## src/rtl/uart_pkg.sv

```systemverilog
// rtl/uart_pkg.sv - shared 9N1 serial constants, receiver state enum and vote helper
package uart_pkg;

  localparam int DATA_BITS  = 9;
  localparam int OVERSAMPLE = 16;
  localparam int SAMPLE_MID = 8;

  typedef enum logic [2:0] {
    RX_IDLE,
    RX_START,
    RX_DATA,
    RX_STOP,
    RX_WAIT_IDLE
  } rx_state_t;

  // 2-of-3 majority used to reject single-sample noise around a bit centre
  function automatic logic majority3(input logic [2:0] v);
    return (v[0] & v[1]) | (v[0] & v[2]) | (v[1] & v[2]);
  endfunction

endpackage

```

## src/rtl/uart_sync.sv

```systemverilog
// rtl/uart_sync.sv - two-flop synchronizer for a single asynchronous input
module uart_sync #(
  parameter logic RESET_VAL = 1'b1
) (
  input  logic clock,
  input  logic reset,
  input  logic d,
  output logic q
);

  logic meta;

  // first flop may go metastable; second flop gives it a full cycle to settle
  always_ff @(posedge clock) begin
    if (reset) begin
      meta <= RESET_VAL;
      q    <= RESET_VAL;
    end else begin
      meta <= d;
      q    <= meta;
    end
  end

endmodule

```

## src/rtl/uart_rx_os16.sv

```systemverilog
// rtl/uart_rx_os16.sv - 16x oversampling 9N1 receiver with one-entry valid/ready holding register
module uart_rx_os16
  import uart_pkg::*;
#(
  parameter int CLKS_PER_SAMPLE = 27
) (
  input  logic                 clock,
  input  logic                 reset,
  input  logic                 rx,
  output logic [DATA_BITS-1:0] data,
  output logic                 valid,
  input  logic                 ready,
  output logic                 framing_error,
  output logic                 overrun
);

  localparam int DIV_W  = $clog2(CLKS_PER_SAMPLE);
  localparam int SAMP_W = $clog2(OVERSAMPLE);
  localparam int IDX_W  = $clog2(DATA_BITS);

  localparam logic [DIV_W-1:0]  DIV_LAST = DIV_W'(CLKS_PER_SAMPLE - 1);
  localparam logic [SAMP_W-1:0] S_FIRST  = SAMP_W'(SAMPLE_MID - 1);
  localparam logic [SAMP_W-1:0] S_MID    = SAMP_W'(SAMPLE_MID);
  localparam logic [SAMP_W-1:0] S_LAST   = SAMP_W'(SAMPLE_MID + 1);
  localparam logic [IDX_W-1:0]  IDX_LAST = IDX_W'(DATA_BITS - 1);

  rx_state_t            state, state_nxt;
  logic                 rxs;
  logic [DIV_W-1:0]     div_cnt;
  logic [SAMP_W-1:0]    samp_cnt;
  logic [IDX_W-1:0]     bit_idx;
  logic [1:0]           vote_q;
  logic [DATA_BITS-1:0] shreg;
  logic                 tick;
  logic                 at_decide;
  logic                 vote;
  logic                 shift_en;
  logic                 commit;
  logic                 frame_bad;

  uart_sync #(.RESET_VAL(1'b1)) u_sync (
    .clock (clock),
    .reset (reset),
    .d     (rx),
    .q     (rxs)
  );

  // tick is suppressed in IDLE so the divider phase is set by the start edge
  assign tick      = (state != RX_IDLE) && (div_cnt == DIV_LAST);
  assign at_decide = tick && (samp_cnt == S_LAST);
  assign vote      = majority3({vote_q, rxs});

  // state register
  always_ff @(posedge clock) begin
    if (reset) state <= RX_IDLE;
    else       state <= state_nxt;
  end

  // next-state and per-cycle strobes; the free-running sample counter wraps
  // 15->0 between START and DATA so bit centres stay 16 samples apart
  always_comb begin
    state_nxt = state;
    shift_en  = 1'b0;
    commit    = 1'b0;
    frame_bad = 1'b0;
    case (state)
      RX_IDLE: begin
        if (!rxs) state_nxt = RX_START;
      end
      RX_START: begin
        if (at_decide) state_nxt = vote ? RX_IDLE : RX_DATA;
      end
      RX_DATA: begin
        if (at_decide) begin
          shift_en = 1'b1;
          if (bit_idx == IDX_LAST) state_nxt = RX_STOP;
        end
      end
      RX_STOP: begin
        if (at_decide) begin
          if (vote) begin
            commit    = 1'b1;
            state_nxt = RX_IDLE;
          end else begin
            frame_bad = 1'b1;
            state_nxt = RX_WAIT_IDLE;
          end
        end
      end
      RX_WAIT_IDLE: begin
        if (rxs) state_nxt = RX_IDLE;
      end
      default: state_nxt = RX_IDLE;
    endcase
  end

  // divider, sample counter and bit index; all held cleared while idle
  always_ff @(posedge clock) begin
    if (reset || state == RX_IDLE) begin
      div_cnt  <= '0;
      samp_cnt <= '0;
      bit_idx  <= '0;
    end else begin
      div_cnt <= tick ? '0 : div_cnt + 1'b1;
      if (tick)     samp_cnt <= samp_cnt + 1'b1;
      if (shift_en) bit_idx  <= bit_idx + 1'b1;
    end
  end

  // latch the two samples ahead of the centre; the third is taken live
  always_ff @(posedge clock) begin
    if (reset) begin
      vote_q <= 2'b11;
    end else begin
      if (tick && samp_cnt == S_FIRST) vote_q[1] <= rxs;
      if (tick && samp_cnt == S_MID)   vote_q[0] <= rxs;
    end
  end

  // LSB-first shift register: newest bit enters at the top
  always_ff @(posedge clock) begin
    if (reset)         shreg <= '0;
    else if (shift_en) shreg <= {vote, shreg[DATA_BITS-1:1]};
  end

  // holding register plus one-cycle error pulses
  always_ff @(posedge clock) begin
    if (reset) begin
      data          <= '0;
      valid         <= 1'b0;
      framing_error <= 1'b0;
      overrun       <= 1'b0;
    end else begin
      framing_error <= frame_bad;
      overrun       <= 1'b0;
      if (commit) begin
        if (!valid || ready) begin
          data  <= shreg;
          valid <= 1'b1;
        end else begin
          overrun <= 1'b1;
        end
      end else if (valid && ready) begin
        valid <= 1'b0;
      end
    end
  end

endmodule

```

## config.mk

```make
export PLATFORM = sky130hd
export DESIGN_NAME = uart_rx_os16
export DESIGN_NICKNAME = d
export VERILOG_FILES = /design/src/rtl/uart_pkg.sv /design/src/rtl/uart_sync.sv /design/src/rtl/uart_rx_os16.sv
export SDC_FILE = /design/constraint.sdc
export NUM_CORES = 1
export LEC_CHECK = 0
export CORE_MARGIN = 2
export CORE_UTILIZATION = 56
export CTS_CLUSTER_DIAMETER = 200
export DETAILED_ROUTE_END_ITERATION = 10
export MAX_ROUTING_LAYER = met4
export PLACE_DENSITY_LB_ADDON = 0.1
export SLEW_MARGIN = 20
export SYNTH_ARGS = -nofsm -noshare
export SYNTH_HDL_FRONTEND = slang
export SYNTH_SLANG_ARGS = --single-unit
```

## constraint.sdc

```tcl
create_clock -name clock -period 1.9 [get_ports clock]
set_input_delay 0.19 -clock clock [delete_from_list [all_inputs] [get_ports clock]]
set_output_delay 0.19 -clock clock [all_outputs]
set_load 0.03 [all_outputs]
```

==> metrics.txt, run 1 <==
post-route ant nets=0; Combinational Power Share=under 10%; fmax=between 0.5 and 0.6 GHz; CP Max Fanout=11; critical path class=reg2reg; drt first-iter violations=27; GRT overflow=0; minimum clock period=approximately 1800 ps; Warnings, synthesis=0; initial antenna violation count=0; largest net degree at the start of global routing=19; first-pass GRT wire length=~5000 um; HP Start=rx; unrepaired setup endpoints after global routing=false; delay-heaviest family, CP=buffers and inverters; status=completed; area leader, netlist=dfxtp_1; Mean Syn Cell Area=approximately 9.4 um^2; TritonCTS clock tree=yes; top area cells in the synthesized netlist=dfxtp_1, mux2i_1, nand2_1, ha_1, nor2_1; CP Capture Type=flip-flop; Worst R2R End=shreg[7]$_SDFFE_PP0P_; Min-Delay Path Depth=2; CTS Buffer Depth=2; clock power share=39.2%; total track usage=20.2%; Reg2Reg Setup Slack=130 ps; fin cells=between 200 and 250; Initial Util=between 50% and 60%; DR vias/cell=roughly 5.3; die width=~60 um; DP Cell Count=around 230; max incr delay on CP=~350 ps; startpoint types=flip-flop; clk root buf=clkbuf_4; PortBufs=15; max-cap viol count=0; commonest non-fill, non-tap cells in the layout=dfxtp_1, nand2_1, nor2_1, mux2i_1, clkdlybuf4s50_1; Internal=roughly 1.2 mW; share of cells above drive strength 1=under 10%; die height=around 60 um; crit path cell chain=inv_1 > ha_1 > nand4b_1 > buf_4 > nor3_4 > buf_4 > mux2i_1 > nor2_1; core area=around 3000 um^2; vias in the first global route=between 1000 and 1500; Worst R2R Start=div_cnt[0]$_SDFF_PP0_; part of the power in registers=between 50% and 60%; cts repair resizes=0; io pins=16; Via Count=around 1300; synthesis-to-finish area growth=15.3%; Hold Buf Count CTS=0; area share of the largest cell type after synthesis=46.8%; clock buffer count from CTS=5; buffer count from post-CTS setup fixing=0; Final TNS setup=0 ps; critical path's slowest cell=dfxtp_1; ANT cells=0; FILL cells=~260; Post-Syn Area=1750 um^2; Bufs and invs on worst path=3; Layout Skew=10.3 ps; LEAKAGE=0.711 nW; Net Sw Frac=20.6%; Tcrit/Tclk final=about 93%; net count of the mapped netlist=between 150 and 200; most frequent CP cell=buf_4; worst min-delay path endpoint=u_sync.meta$_SDFF_PP1_; power density cells=about 750 nW/um^2; clk sinks=between 40 and 50; Rel. slew slack=between 70% and 80%; sequential area share after synthesis=46.8%; Slew @ Worst Pin=roughly 320 ps; Post-Place Setup Slack=approximately 130 ps; most common cell after layout, fill and taps aside=dfxtp_1; 1st-pass router iterations=4; worst reg2reg path depth=8; dpl hpwl=2200 um; WP data required=around 2200 ps; final wirelength=just over 3000 um; post-synthesis cell type count=36; Worst-path clk slew=110 ps; H-tree Lvls=2; Setup WS post-layout=roughly 130 ps; Gate Count Post-Synth=around 190; final setup fails=0; DR WL/cell=~13 um; Hold Vio Cnt, Final=0; Sw Pwr=0.311 mW; Layout Nets=216; # rows=20; drt drc=0; CP arrival=~2000 ps; Worst-Skew Late Latency=~360 ps; die area=approximately 3600 um^2; Hold WS=between 300 and 400 ps; Placer Congestion=0.875; Max VDD drop=approximately 0.52 mV; hold crit path type=in2reg; max-slew violation count=0; Yosys reg bits=41
## cells by family (layout without fill, tap and decap cells)
group | Yosys count | in the layout | synth area share (%)
AND/OR/NAND/NOR | 80 | 80 | 23.3
adder cells (fa/ha/maj) | 8 | 8 | 5.57
buffers and inverters | 19 | 38 | 4.78
AO/OA/AOI/OAI | 11 | 11 | 4.21
flip-flops | 41 | 41 | 46.8
XOR/XNOR | 9 | 9 | 4.50
multiplexers | 19 | 19 | 10.8
## worst max path at each step
stage	from	end	slack, ps	depth (start not counted)
floorplan	div_cnt[0]$_SDFF_PP0_	shreg[0]$_SDFFE_PP0P_	360	8
global placement	div_cnt[0]$_SDFF_PP0_	shreg[7]$_SDFFE_PP0P_	230	8
detailed placement	div_cnt[0]$_SDFF_PP0_	shreg[7]$_SDFFE_PP0P_	130	8
CTS	div_cnt[0]$_SDFF_PP0_	shreg[7]$_SDFFE_PP0P_	120	8
global route	div_cnt[0]$_SDFF_PP0_	shreg[7]$_SDFFE_PP0P_	10	8
finish	div_cnt[0]$_SDFF_PP0_	shreg[7]$_SDFFE_PP0P_	130	8
## synthesized netlist by cell type
master / instances
or2_2: 3
nand4b_1: 2
nor4_2: 1
o211ai_1: 2
or3_1: 1
buf_4: 1
or3b_4: 1
and3_1: 1
ha_1: 7
or2b_1: 1
mux2i_1: 19
maj3_1: 1
o2111a_1: 1
a31oi_1: 2
nand4_1: 3
xor2_1: 5
buf_2: 1
a211oi_1: 1
nor2_1: 22
and4b_1: 1
xnor2_1: 4
nor3_1: 3
and2_1: 1
nor4_1: 3
nand3b_1: 1
nand2_1: 24
a21oi_1: 4
nor3_4: 1
nand3_1: 5
nor2b_1: 3
clkbuf_1: 6
nand2b_1: 3
o21a_1: 1
dfxtp_1: 41
buf_6: 1
inv_1: 10
## layer usage
| layer | up-vias | track usage (%) | routed length (um) |
|---|---|---|---|
| met5 | - | - | 0 |
| met1 | 586 | 24.1 | 1520 |
| met4 | 0 | 10.2 | 68 |
| met3 | 7 | 7.14 | 98 |
| met2 | 14 | 30.1 | 1370 |
| li1 | 660 | - | - |
## flip-flops by register name (all words and copies together) (netlist names), 2 cells and up
name and count:
state 3, bit_idx 4, vote_q 2, div_cnt 5, samp_cnt 4, shreg 9
data 9
## area by class of cell
cell class	instances	area [um^2]	area share, %
Multi-Input combinational cell	127	848	42.0
Sequential cell	41	821	40.6
Clock buffer	7	55.1	2.72
Timing Repair Buffer	20	188	9.29
Clock inverter	1	30.0	1.49
Inverter	10	37.5	1.86
Tap cell	33	41.3	2.04
## power by group through the flow
stage | clock network, mW | logic (mW) | registers, mW
floorplan | 0 | 0.0312 | 0.889
global placement | 0 | 0.0444 | 0.890
detailed placement | 0 | 0.0459 | 0.891
CTS | 0.612 | 0.0461 | 0.871
global route | 0.651 | 0.0510 | 0.872
finish | 0.591 | 0.0455 | 0.871
## stage by stage
stage                     utilization, %  cell area, um^2  total power [mW]
after floorplan                        -             1750             0.921
after global placement              64.5             1940             0.935
after detailed placement            64.5             1940             0.937
after CTS                           67.3             2020              1.53
after global routing                67.3             2020              1.57
final                               67.3             2020              1.51
Note: power is estimated with default switching activity, not from simulation.
==> run 2, diff against run 1 <==
--- a/config.mk
+++ b/config.mk
@@ -6,7 +6,7 @@
 export NUM_CORES = 1
 export LEC_CHECK = 0
 export CORE_MARGIN = 2
-export CORE_UTILIZATION = 56
+export CORE_UTILIZATION = 60
 export CTS_CLUSTER_DIAMETER = 200
 export DETAILED_ROUTE_END_ITERATION = 10
 export MAX_ROUTING_LAYER = met4
==> constraint.sdc (replaced) <==
create_clock -name clock -period 2.2 [get_ports clock]
set_input_delay 0.22 -clock clock [delete_from_list [all_inputs] [get_ports clock]]
set_output_delay 0.22 -clock clock [all_outputs]
set_load 0.03 [all_outputs]
==> run 2 against run 1 <==
Clock-buffer cell count fell by 1. Utilization is 4.4 points higher. Clock skew up 3.0 ps. Die area decreased by 6.2%. Final cell count is 1.7% lower. Sequential power down 14%. Largest power group unchanged.
==> metrics.txt, run 2 (same netlist as run 1, synthesis figures left out) <==
Tcrit/Tclk final=between 80% and 90%; clock buffer count from CTS=5; Placer Congestion=between 0.8 and 0.9; Post-Place Setup Slack=roughly 350 ps; power density cells=approximately 580 nW/um^2; post-route ant nets=0; Sw Pwr=about 0.26 mW; Max VDD drop=between 0.5 and 0.6 mV; initial antenna violation count=0; Combinational Power Share=3.5%; most common cell after layout, fill and taps aside=dfxtp_1; # rows=19; Setup WS post-layout=356 ps; WP data required=between 2000 and 2500 ps; LEAKAGE=approximately 0.69 nW; Worst-path clk slew=around 110 ps; clk sinks=41; ANT cells=0; max-cap viol count=0; Initial Util=a little under two thirds; max incr delay on CP=roughly 530 ps; Rel. slew slack=between 60% and 70%; cts repair resizes=0; die width=approximately 58 um; commonest non-fill, non-tap cells in the layout=dfxtp_1, nand2_1, nor2_1, mux2i_1, clkdlybuf4s50_1; fin area=roughly 2000 um^2; final setup fails=0; crit path cell chain=ha_1 > nand4b_1 > nor3_1 > and3_1 > mux2i_1; Multi-input gate area=between 800 and 900 um^2; core area=about 2800 um^2; die area=3370 um^2; TritonCTS clock tree=yes; first-pass GRT wire length=~5700 um; final wirelength=3150 um; clk root buf=clkbuf_4; max-slew violation count=0; area post-placement=1930 um^2; part of the power in registers=about two thirds; io pins=16; Internal=about 0.9 mW; status=completed; hold crit path type=reg2reg; share of cells above drive strength 1=7.84%; CTS Buffer Depth=2; startpoint types=flip-flop; Hold Buf Count CTS=0; total track usage=22.7%; delay-heaviest family, CP=simple AND/OR/NAND/NOR gates; critical path class=reg2reg; PortBufs=15; FF/Latch Area=between 800 and 900 um^2; unrepaired setup endpoints after global routing=false; Slew @ Worst Pin=between 500 and 600 ps; Final TNS setup=0 ps; Bufs and invs on worst path=0; DR WL/cell=between 10 and 15 um; clock power share=30.8%; Net Sw Frac=22.8%; 1st-pass router iterations=6; biggest regs=data x9, shreg x9, div_cnt x5; vias in the first global route=around 1300; drt drc=0; FILL cells=223; Hold Vio Cnt, Final=0; minimum clock period=1840 ps; CP arrival=between 2000 and 2500 ps; Worst-Skew Late Latency=about 350 ps; buffer count from post-CTS setup fixing=0; critical path's slowest cell=and3_1; DR vias/cell=about 5.5; Layout Nets=about 220; Layout Skew=13.3 ps; CP Max Fanout=9; GRT overflow=0; Via Count=between 1000 and 1500; dpl hpwl=~2300 um; largest net degree at the start of global routing=19; CP Capture Type=flip-flop; synthesis-to-finish area growth=12.7%; die height=58.1 um; H-tree Lvls=2; drt first-iter violations=39; fmax=0.542 GHz
[run 2: stage by stage]
stage	total power, mW	utilization (%)	cells	hold slack, ps
final	1.15	71.6	235	420
after global routing	1.19	71.6	235	405
after CTS	1.16	71.6	235	421
after detailed placement	0.809	69.8	228	395
after global placement	0.807	69.8	228	400
after floorplan	0.795	-	187	324
[run 2: layer usage]
metal	wire length (um)	GRT usage, %
met1	1520	27.9
met2	1460	35.7
met3	97	4.69
met4	80	11.0
met5	0	-
[run 2: path summary, 6_finish.rpt]
kind,slack (ps),depth (start not counted),start,to
max,360,5,samp_cnt[0]$_SDFFE_PP0P_,data[5]$_SDFFE_PP0P_
min reg2reg,420,1,u_sync.meta$_SDFF_PP1_,u_sync.q$_SDFF_PP1_
min,420,1,u_sync.meta$_SDFF_PP1_,u_sync.q$_SDFF_PP1_
max reg2reg,360,5,samp_cnt[0]$_SDFFE_PP0P_,data[5]$_SDFFE_PP0P_
[run 2: final cells by class]
class	count	share of cell area (%)
clock buffer	6	2.09
clock inverter	1	0.443
inverter	10	1.90
multi-input combinational	127	42.9
sequential	41	41.5
tap	31	1.96
timing repair buffer	19	9.12
[run 2: power groups by stage]
| stage | clock, mW | combinational (mW) | sequential, mW |
|---|---|---|---|
| after floorplan | 0 | 0.0269 | 0.768 |
| after global placement | 0 | 0.0384 | 0.769 |
| after detailed placement | 0 | 0.0396 | 0.770 |
| after CTS | 0.363 | 0.0398 | 0.753 |
| after global routing | 0.395 | 0.0440 | 0.754 |
| final | 0.353 | 0.0397 | 0.753 |
